[src/rtl/product_accumulator_64b.sv]
// Sums a programmed number of unsigned products received over valid/ready and
// presents the total over an output valid/ready handshake. Optional macro: SATURATE_EN.
module product_accumulator_64b #(
    parameter int unsigned DATA_W = 64,
    parameter int unsigned ACC_W  = 72,
    parameter int unsigned LEN_W  = 8
) (
    input  logic              iClk,
    input  logic              iRst,
    input  logic              iClr,
    input  logic              iStart,
    input  logic [LEN_W-1:0]  iLen,
    input  logic              iValid,
    input  logic [DATA_W-1:0] iData,
    output logic              oReady,
    output logic              oValid,
    input  logic              iReady,
    output logic [ACC_W-1:0]  oData,
    output logic              oBusy,
`ifdef SATURATE_EN
    output logic              oOvf,
`endif
    output logic [LEN_W-1:0]  oCount
);

    localparam logic [1:0] StIdle = 2'd0;
    localparam logic [1:0] StAcc  = 2'd1;
    localparam logic [1:0] StDone = 2'd2;

    logic [1:0]       state_q, state_d;
    logic [ACC_W-1:0] acc_q, acc_d;
    logic [ACC_W-1:0] data_q, data_d;
    logic [LEN_W-1:0] count_q, count_d;
    logic [ACC_W-1:0] acc_next;

`ifdef SATURATE_EN
    logic             ovf_q, ovf_d;
    logic [ACC_W:0]   sum;

    // Carry out of the accumulator clamps it to all-ones and latches the flag.
    always_comb begin
        sum   = {1'b0, acc_q} + (ACC_W+1)'(iData);
        ovf_d = ovf_q;
        if (sum[ACC_W]) begin
            acc_next = '1;
        end else begin
            acc_next = sum[ACC_W-1:0];
        end
        if (state_q == StAcc && iValid && sum[ACC_W]) begin
            ovf_d = 1'b1;
        end
        if (state_q == StIdle && iStart) begin
            ovf_d = 1'b0;
        end
        if (iClr) begin
            ovf_d = 1'b0;
        end
    end

    assign oOvf = ovf_q;
`else
    always_comb begin
        acc_next = acc_q + ACC_W'(iData);
    end
`endif

    always_comb begin
        state_d = state_q;
        acc_d   = acc_q;
        data_d  = data_q;
        count_d = count_q;
        case (state_q)
            StIdle: begin
                if (iStart) begin
                    if (iLen != '0) begin
                        state_d = StAcc;
                        acc_d   = '0;
                        count_d = iLen;
                    end else begin
                        state_d = StDone;
                        data_d  = '0;
                        count_d = '0;
                    end
                end
            end
            StAcc: begin
                if (iValid) begin
                    acc_d   = acc_next;
                    count_d = count_q - LEN_W'(1);
                    if (count_q == LEN_W'(1)) begin
                        state_d = StDone;
                        data_d  = acc_next;
                    end
                end
            end
            StDone: begin
                // A start on this exit edge is dropped: the case only looks at iStart in StIdle.
                if (iReady) begin
                    state_d = StIdle;
                end
            end
            default: begin
                state_d = StIdle;
            end
        endcase
        if (iClr) begin
            state_d = StIdle;
            acc_d   = '0;
            data_d  = '0;
            count_d = '0;
        end
    end

    always_ff @(posedge iClk) begin
        if (iRst) begin
            state_q <= StIdle;
            acc_q   <= '0;
            data_q  <= '0;
            count_q <= '0;
`ifdef SATURATE_EN
            ovf_q   <= 1'b0;
`endif
        end else begin
            state_q <= state_d;
            acc_q   <= acc_d;
            data_q  <= data_d;
            count_q <= count_d;
`ifdef SATURATE_EN
            ovf_q   <= ovf_d;
`endif
        end
    end

    assign oReady = (state_q == StAcc);
    assign oValid = (state_q == StDone);
    assign oBusy  = (state_q != StIdle);
    assign oData  = data_q;
    assign oCount = count_q;

endmodule

[config.mk]
export PLATFORM = sky130hd
export DESIGN_NAME = product_accumulator_64b
export DESIGN_NICKNAME = d
export VERILOG_FILES = /design/src/rtl/product_accumulator_64b.sv
export SDC_FILE = /design/constraint.sdc
export NUM_CORES = 1
export LEC_CHECK = 0
export ABC_CLOCK_PERIOD_IN_PS = 4050
export CORE_AREA = 2 2 148 150
export DETAILED_ROUTE_END_ITERATION = 16
export DIE_AREA = 0 0 150 152
export PLACE_DENSITY = 0.76
export SLEW_MARGIN = 15
export SYNTH_ARGS = -nofsm -noshare
export SYNTH_HDL_FRONTEND = slang
export SYNTH_SLANG_ARGS = --single-unit
[constraint.sdc]
create_clock -name iClk -period 4.05 [get_ports iClk]
set_input_delay 0.6075 -clock iClk [delete_from_list [all_inputs] [get_ports iClk]]
set_output_delay 0.6075 -clock iClk [all_outputs]
set_load 0.01 [all_outputs]
==> flow_metrics.py <==
metrics = {
    "outcome": {
        "status": "complete, no violations",
    },
    "global_route": {
        "grt_overflow": 0,
        "grt_pass1_vias": 9198,
        "grt_max_degree": 85,
        "grt_pass1_wl_mm": 45.6,
        "grt.total_usage_pct": 24.6,
        "antenna_found_initial": 0,
    },
    "drt": {
        "drt_first_pass_iters": 5,
        "num_vias": 9439,
        "postRouteAntennaNets": 0,
        "via_per_inst": 5.79,
        "drc": 0,
        "finalWirelength_mm": 28.4,
        "drtIter0Drc": 663,
        "drt-wirelength-per-cell_um": 17.4,
    },
    "sta": {
        "rsz0062_at_grt": "no",
        "min_period_over_period_pct": 85.2,
        "finClkSkew_ns": 0.0103,
        "fin_setup_tns_ns": 0,
        "setup_slack_ns": 0.600,
        "fmax_mhz": 290,
        "setup_viol": 0,
        "finalMaxSlewViolations": 0,
        "finalCriticalPeriod_ns": 3.45,
        "worst_pin_slew_ns": 1.12,
        "maxSlewHeadroom_pct": 25.1,
        "finalHoldViolations": 0,
    },
    "setup_path": {
        "cp.depth": 12,
        "critPathSlowestCell": "clkdlybuf4s50_1",
        "path_max_fanout": 7,
        "r2r_slack_ns": 0.89,
        "crit_required_ns": 4.32,
        "rr_endpoint": "acc_q[71]",
        "crit_family": "simple AND/OR/NAND/NOR gates",
        "path_buf_inv": 1,
        "reg2reg_depth": 11,
        "timing.critical_path.slowest_cell_delay_ns": 0.45,
        "crit_path_start_kind": "input port",
        "path_class": "input port to flop",
        "cp.arrival_ns": 3.72,
        "cp-end-kind": "flop",
        "reg2reg_from": "acc_q[33]",
        "cp_cell_sequence": "clkdlybuf4s50_1 -> ha_1 -> nand4_1 -> nor4_2 -> nand4_1 -> a31oi_2 -> o21ai_2 -> nor3_2 -> o21ai_2 -> a2111oi_4 -> nand3b_1 -> a31oi_1",
    },
    "min_path": {
        "min_path_cells": 2,
        "whs_endpoint": "oData[26]",
        "hold_path.class": "flop to flop",
        "holdCritStartpoint": "oData[26]",
    },
    "synthesis": {
        "yosysTopAreaCell": "dfxtp_1",
        "netlist_instances": 1207,
        "syn_avg_cell_area_um2": 7.81,
        "yosys_warnings": 0,
        "synth-seq-cells": 154,
        "syn_nets": 1352,
        "netlist_area_um2": 9420,
        "synth_area_leaders": "dfxtp_1 33%, ha_1 8.8%, a21oi_1 8.7%",
        "yosysTopAreaCellShare_pct": 32.7,
        "synthFlopType": "dfxtp_1",
        "synthArstFlopShare_pct": 0,
        "synth_edf_count": 0,
        "synth-seq-area-share_pct": 32.7,
        "yosysUniqueCellTypes": 66,
    },
    "die": {
        "fp-row-count": 54,
        "io_pins": 161,
        "dieHeight_um": 152,
        "start_util_pct": 44.1,
        "die_x_um": 150,
        "core_area_um2": 21400,
        "dieArea_um2": 22800,
    },
    "power_and_ir_drop": {
        "seqPwrFrac_pct": 42.3,
        "ir_worst_vdd_mv": 0.259,
        "p_comb_share_pct": 12.4,
        "p_sw_uw": 992,
        "clock_power_share_pct": 45.3,
        "p_int_mw": 2.63,
        "p_per_area_nw_per_um2": 305,
        "power.switching_fraction_pct": 27.4,
        "leakage_nw": 4.46,
    },
    "finish": {
        "diodes": 0,
        "nets": 1483,
        "layout-drive-gt1-share_pct": 6.00,
        "fillers": 2032,
        "syn_to_final_growth_pct": 26.0,
        "regArea_um2": 3080,
        "multiInputGateArea_um2": 5990,
    },
    "placement": {
        "port_buffers": 160,
        "place.gp.congestion": 0.941,
        "post-place-ws_ns": 0.211,
        "dp_hpwl_mm": 21.2,
    },
    "clock_tree": {
        "cts_max_path_buffers": 2,
        "clock_sinks": 154,
        "clk_latency_ns": 0.43,
        "clkSlewWorstSetupHoldPaths_ns": 0.06,
        "cts_resized": 0,
        "tritoncts": "built",
        "postCtsHoldBufs": 0,
        "cts_root_buffer": "clkbuf_16",
        "htree_levels": 4,
        "cts_setup_buffers": 0,
        "numCtsBuffers": 17,
    },
    "job": {
        "max-cap-violations": 0,
    },
}
cell usage in the layout (no fill, tap or decap), types with 8 or more instances in the layout:
| cell | count |
|---|---|
| nand2_1 | 186 |
| a21oi_1 | 162 |
| clkdlybuf4s50_1 | 160 |
| dfxtp_1 | 154 |
| nor2_1 | 93 |
| ha_1 | 66 |
| a22o_1 | 65 |
| o21ai_0 | 53 |
| xnor2_1 | 40 |
| nand3_1 | 37 |
| inv_1 | 30 |
| xor2_1 | 28 |
| nand4_1 | 22 |
| buf_4 | 19 |
| clkbuf_16 | 17 |
| a21o_1 | 15 |
| o21ai_1 | 14 |
| nor3_1 | 13 |
| o21bai_1 | 11 |
| a211oi_1 | 10 |
| o21a_1 | 10 |
| a22oi_1 | 10 |
| a31oi_1 | 9 |
| nor4_1 | 8 |
state kept, by name (all words and copies together), names as in the netlist:
name     cells
acc_q       72
oData       72
oCount       8
state_q      2
how the worst max path moves through the flow:
stage / startpoint / endpoint / slack (ns)
6_report: iData[34] / acc_q[71] / 0.60
3_5_place_dp: iData[0] / oData[50] / 0.21
4_1_cts: iData[33] / acc_q[71] / 0.63
2_1_floorplan: iData[0] / oData[50] / 1.08
5_1_grt: iData[11] / acc_q[70] / 0.35
3_3_place_gp: iData[30] / acc_q[71] / 0.23
kinds of logic after synthesis:
| kind of cell | Yosys count | synth area share [%] |
|---|---|---|
| mux | 2 | 0.212 |
| buf+inv | 98 | 4.06 |
| compound gates | 414 | 28.6 |
| xor+xnor | 68 | 6.32 |
| flops | 154 | 32.7 |
| fa+ha+maj | 67 | 8.98 |
| simple gates | 404 | 19.1 |
metrics by stage:
step / instances / area, um2 / utilization [%] / hold slack [ns] / power, mW
floorplan: 1207 / 9420 / - / 0.436 / 1.83
finish: 1631 / 11900 / 55.6 / 0.452 / 3.62
detailed placement: 1599 / 11300 / 52.8 / 0.446 / 2.01
global route: 1631 / 11900 / 55.6 / 0.476 / 3.75
global placement: 1599 / 11300 / 52.8 / 0.439 / 2.01
CTS: 1631 / 11900 / 55.6 / 0.455 / 3.64
routing by layer:
metal  global-route usage [%]  share of wire (%)
met4                     7.05                1.7
met1                     31.8                 45
met5                        0                  0
met2                     40.8                 47
met3                     5.74                6.9
worst min-delay path, stage by stage (launching register included):
cell	delay, ns
dfxtp_1	0.31
nand2_1	0.05
a21oi_1	0.05
power groups by stage:
stage,registers (mW),logic [mW],clock network [mW]
floorplan,1.57,0.266,0
global placement,1.57,0.443,0
detailed placement,1.57,0.445,0
CTS,1.53,0.448,1.66
global route,1.53,0.491,1.73
finish,1.53,0.451,1.64
synth_stat cells, types with 9 or more instances:
master,count
nand4_1,22
nor2_1,95
inv_1,30
o21ai_0,53
a21oi_1,163
nand2_1,186
a31oi_1,9
a22oi_1,10
dfxtp_1,154
nand3_1,37
nor3_1,15
a21o_1,15
o21ai_1,15
a211oi_1,10
o21a_1,10
ha_1,66
xor2_1,28
o21bai_1,11
buf_2,11
clkbuf_1,52
a22o_1,65
xnor2_1,40
final cells by class:
| cell class | instances | area share, % |
|---|---|---|
| Multi-Input combinational cell | 955 | 50.4 |
| Inverter | 31 | 0.980 |
| Clock buffer | 18 | 3.61 |
| Timing Repair Buffer | 179 | 14.7 |
| Tap cell | 280 | 2.95 |
| Clock inverter | 14 | 1.38 |
| Sequential cell | 154 | 26.0 |
No activity file was read; power rests on OpenSTA's default activity.
==> edit 1: new RTL, config.mk and constraints unchanged <==
Reset style: asynchronous (`iRst`), changed in one clocked block.
--- a/src/rtl/product_accumulator_64b.sv
+++ b/src/rtl/product_accumulator_64b.sv
@@ -112,5 +112,5 @@
     end
 
-    always_ff @(posedge iClk) begin
+    always_ff @(posedge iClk or posedge iRst) begin
         if (iRst) begin
             state_q <= StIdle;
Formal check against the unedited RTL: differs if iRst is asserted again (counterexample within 4 cycles, from zero or initial values and one cycle with iRst high); with iRst held inactive, the same outputs for 4 cycles.
==> edit 1 against the original RTL <==
Setup slack lost 89 ps. Final area grew 5.5%. Critical endpoint is now acc_q[44]. Synthesized area is 6.3% higher. Highest routed layer unchanged. Largest cell class unchanged. Sequential cell count stayed put. Cell count down 4.8%. Wire length down 5.9%.
Power is not compared: it rests on default switching activity, and its combinational part moved more than twofold at a synthesized area within 25%.
==> edit 1: results (changes against the original RTL) <==
| Metric | Value |
|---|---|
| Run status | `completed` |
| DR WL met3 | `1828 um (-6.9%)` |
| Number of vias per cell | `5.787 (about the same)` |
| Async S/R FF share, synth | `100.0% (+100 points)` |
| Number of instances in the synthesized netlist | `1127 (-6.6%)` |
| Largest clock skew in the final design | `14.11 ps (+3.806 ps)` |
| Aggregate global-route resource usage | `23.92% (-0.68 points)` |
| Min Hold Slack | `478.5 ps (+26.92 ps)` |
| Xor-xnor portion of the synthesized cell area | `6.031% (-0.29 points)` |
| Setup slack at placement | `57.69 ps (-153.4 ps)` |
| Complex-gate fraction of the synthesized area | `26.94% (-1.7 points)` |
| Clock period minus final worst setup slack | `3539 ps (+88.89 ps)` |
| Area contributors post-synth | `dfrtp_1 38%, ha_1 8.2%, nand2_1 6.3%` |
| Number of global-route vias before repair | `8838 (-3.9%)` |
| Slack of the worst reg-to-reg path | `730 ps (-160 ps)` |
| Routability Congestion | `0.9153 (-2.8%)` |
| Post-synth cell types | `74 (+12%)` |
| Average wire length per cell after detail routing | `17.20 um (-1.2%)` |
| Slowest cell delay on critical path | `410 ps (-40 ps)` |
| Cell types with the highest counts after synthesis | `167 x nand2_1, 154 x dfrtp_1, 99 x o21ai_0` |
| Placed cell area | `11900 sq um (+5.5%)` |
| Worst hold endpoint | `oData[17]` |
| Worst min-delay path startpoint | `oData[17]` |
| Met1 WL | `11900 um (-6.1%)` |
| Proportion of synthesized chip area in sequential cells | `38.46% (+5.7 points)` |
| Fraction of final layout cells with drive strength greater than 1 | `7.390% (+1.4 points)` |
| Arr. time, crit path | `3870 ps (+150 ps)` |
| Wire length of the first global-routing pass | `44000 um (-3.6%)` |
| Largest net degree at the start of global routing | `155 (+82%)` |
| Beginning of the critical path | `iData[0]` |
| Nets | `1405 (-5.3%)` |
| Crit-path leading delay family | `compound AO/OA/AOI/OAI gates` |
| Worst r2r src | `acc_q[0]` |
[edit 1: cell count changes after synthesis, moves of 32 or more]
cell     before  now
o31ai_1       5   49
a22o_1       65   33
dfxtp_1     154    0
a21oi_1     163   95
o21ai_0      53   99
dfrtp_1       0  154
[edit 1: worst min-delay path, stage by stage (launching register included)]
cell and delay [ps]:
dfrtp_1 340, nand2_1 40, o21ai_0 60
[edit 1: where the power goes]
part	internal (uW)	leakage [uW]	switching [uW]	total, uW
clock	1070	0.000301	663	1730
combinational	1690	0.00312	2200	3890
sequential	1990	0.00210	309	2300
[edit 1: layout make-up]
type	instances	area, sq um
Clock buffer	22	464.2
Clock inverter	9	162.7
Fill cell	1906	8822
Inverter	18	71.32
Multi-Input combinational cell	892	5859
Sequential cell	154	3854
Tap cell	280	350.3
Timing Repair Buffer	177	1767
[edit 1: metal layers]
metal | GRT usage [%] | vias up
li1 | - | 4385
met1 | 32.62 | 4249
met2 | 38.07 | 303
met3 | 4.865 | 44
met4 | 7.951 | 0
met5 | 0 | -
==> edit 2: new RTL, same settings <==
Without the edit above. Build with the macro `SATURATE_EN` defined.
--- a/src/rtl/product_accumulator_64b.sv
+++ b/src/rtl/product_accumulator_64b.sv
@@ -1,4 +1,6 @@
 // Sums a programmed number of unsigned products received over valid/ready and
 // presents the total over an output valid/ready handshake. Optional macro: SATURATE_EN.
+`define SATURATE_EN
+
 module product_accumulator_64b #(
     parameter int unsigned DATA_W = 64,
Formal check against the unedited RTL (old outputs only; new: oOvf): no difference found for any inputs over 4 cycles, from zero or initial values; that may be too few to reach the edited logic, so the function may still have changed.
==> edit 2 against the original RTL <==
Combinational power is 19% higher. Largest cell class unchanged. Final area is 5.3% higher. Sequential cell count is 1 higher. Setup slack worse by 280 ps. Synthesized area is 4.5% higher. Total power is 5.0% higher. Non-clock buffer count is 37 higher. Wire length is 5.1% higher.
==> edit 2: results (changes against the original RTL) <==
| Metric | Value |
|---|---|
| Run status | `completed` |
| Leakage power total | `0.005051 uW (+13%)` |
| Aggregate global-route resource usage | `26.03% (+1.4 points)` |
| Nets | `1599 (+7.8%)` |
| Wire length of the first global-routing pass | `48020 um (+5.2%)` |
| Cell types with the highest counts after synthesis | `198 x nand2_1, 161 x o21ai_0, 155 x dfxtp_1` |
| Fraction of final layout cells with drive strength greater than 1 | `8.793% (+2.8 points)` |
| Iteration count of the initial detailed-routing pass | `7 (+2)` |
| Warnings from Yosys | `0 (unchanged)` |
| Critical R2R Capture | `acc_q[62]` |
| Beginning of the critical path | `iData[0]` |
| Slack of the worst reg-to-reg path | `640 ps (-250 ps)` |
| Largest net degree at the start of global routing | `61 (-28%)` |
| Longest Clk Path Bufs | `2 (unchanged)` |
| Average wire length per cell after detail routing | `17.07 um (-1.9%)` |
| Pint | `2803 uW (+6.5%)` |
| Clock transition at the registers of the reported paths | `70 ps` |
| Root buffer cell | `clkbuf_16` |
| Antenna violations before repair | `0 (unchanged)` |
| Post-DP HPWL | `22190 um (+4.6%)` |
| Async S/R FF share, synth | `0% (unchanged)` |
| Arr. time, crit path | `4060 ps (+340 ps)` |
| Resize count post-CTS | `0 (unchanged)` |
| Critical Path Slowest Stage Cell | `clkdlybuf4s50_1` |
| Routability Congestion | `0.9507 (+1.0%)` |
| Proportion of synthesized chip area in sequential cells | `31.50% (-1.2 points)` |
| Worst ir drop on vdd | `0.2629 mV (+1.6%)` |
| Net count after synthesis | `1438 (+6.4%)` |
| Number of DRC markers in iteration 0 | `834 (+26%)` |
| Length in cells of the worst reg-to-reg path | `12 (+1)` |
| Number of global-route vias before repair | `9444 (+2.7%)` |
| Area contributors post-synth | `dfxtp_1 32%, ha_1 8.4%, o21ai_0 8.2%` |
| Kind of critical path | `input pin to register` |
| Number of buffers created by CTS | `17 (unchanged)` |
| Tightest Pin Transition | `833.7 ps (-289.1 ps)` |
| Post-synth cell types | `85 (+29%)` |
| Worst-skew pair later-pin latency | `440 ps` |
| Number of buffers inserted by post-CTS setup repair | `0 (unchanged)` |
| Kind of path behind the tightest hold check | `register to register` |
| Filler instances | `1991 (-2.0%)` |
| Largest clock skew in the final design | `8.202 ps (-2.103 ps)` |
| CP max FO | `4 (-3)` |
| H-tree level count | `4 (unchanged)` |
| Number of input and output port buffers inserted | `161 (+0.63%)` |
| Antenna diode count | `0 (unchanged)` |
| Worst r2r src | `acc_q[0]` |
| Slowest cell delay on critical path | `430 ps (-20 ps)` |
| Via Count | `10.01k (+6.0%)` |
[edit 2: cell type report]
cell class / count / area (sq um) / share of cell area (%)
timing repair buffer: 216 / 2062 / 16.49
clock buffer: 23 / 478.0 / 3.822
sequential: 155 / 3103 / 24.81
tap: 280 / 350.3 / 2.801
multi-input combinational: 1045 / 6306 / 50.43
inverter: 19 / 71.32 / 0.5703
clock inverter: 9 / 135.1 / 1.081
[edit 2: how the worst min path moves through the flow]
stage	startpoint	endpoint	depth (start not counted)
floorplan	acc_q[35]	acc_q[35]	2
global placement	oData[67]	oData[67]	2
detailed placement	oData[71]	oData[71]	2
CTS	oData[67]	oData[67]	2
global route	oData[56]	oData[56]	2
finish	oData[67]	oData[67]	2
[edit 2: power by group through the flow]
stage          logic, uW  clock network [uW]  registers, uW
3_3_place_gp         522                   0           1600
2_1_floorplan        304                   0           1600
6_report             536                1710           1560
3_5_place_dp         527                   0           1600
4_1_cts              532                1720           1560
5_1_grt              587                1780           1570
[edit 2: kinds of logic (layout without fill, tap and decap cells)]
logic type | Yosys count | in the layout | share of synthesized area, %
simple gates | 472 | 472 | 21.99
compound gates | 439 | 439 | 27.23
flops | 155 | 155 | 31.50
buf+inv | 93 | 267 | 4.674
fa+ha+maj | 67 | 67 | 8.586
xor+xnor | 62 | 62 | 5.513
mux | 5 | 5 | 0.5081
[edit 2: metal layers]
layer | GRT usage, % | part of all wire, %
met2 | 40.94 | 45
met4 | 8.805 | 2.3
met3 | 4.685 | 6.4
met5 | 0 | 0
met1 | 35.90 | 46
[edit 2: per-stage QoR]
step	area (sq um)	setup WS (ps)	cells	total power (uW)	hold WS [ps]
floorplan	9851	737.8	1293	1904	426.2
global placement	11890	47.20	1715	2119	426.9
detailed placement	11890	-47.46	1715	2124	429.4
CTS	12510	375.8	1747	3814	443.5
global route	12510	164.2	1747	3928	464.5
finish	12510	317.2	1747	3805	440.4
[edit 2: worst max-delay path, delay by kind of cell]
family	cells	cell delay (ps)
AOI/OAI and AO/OA	7	1750
adders and majority gates	2	660
buffers and inverters	1	430
and+or+nand+nor	2	370
muxes	1	230
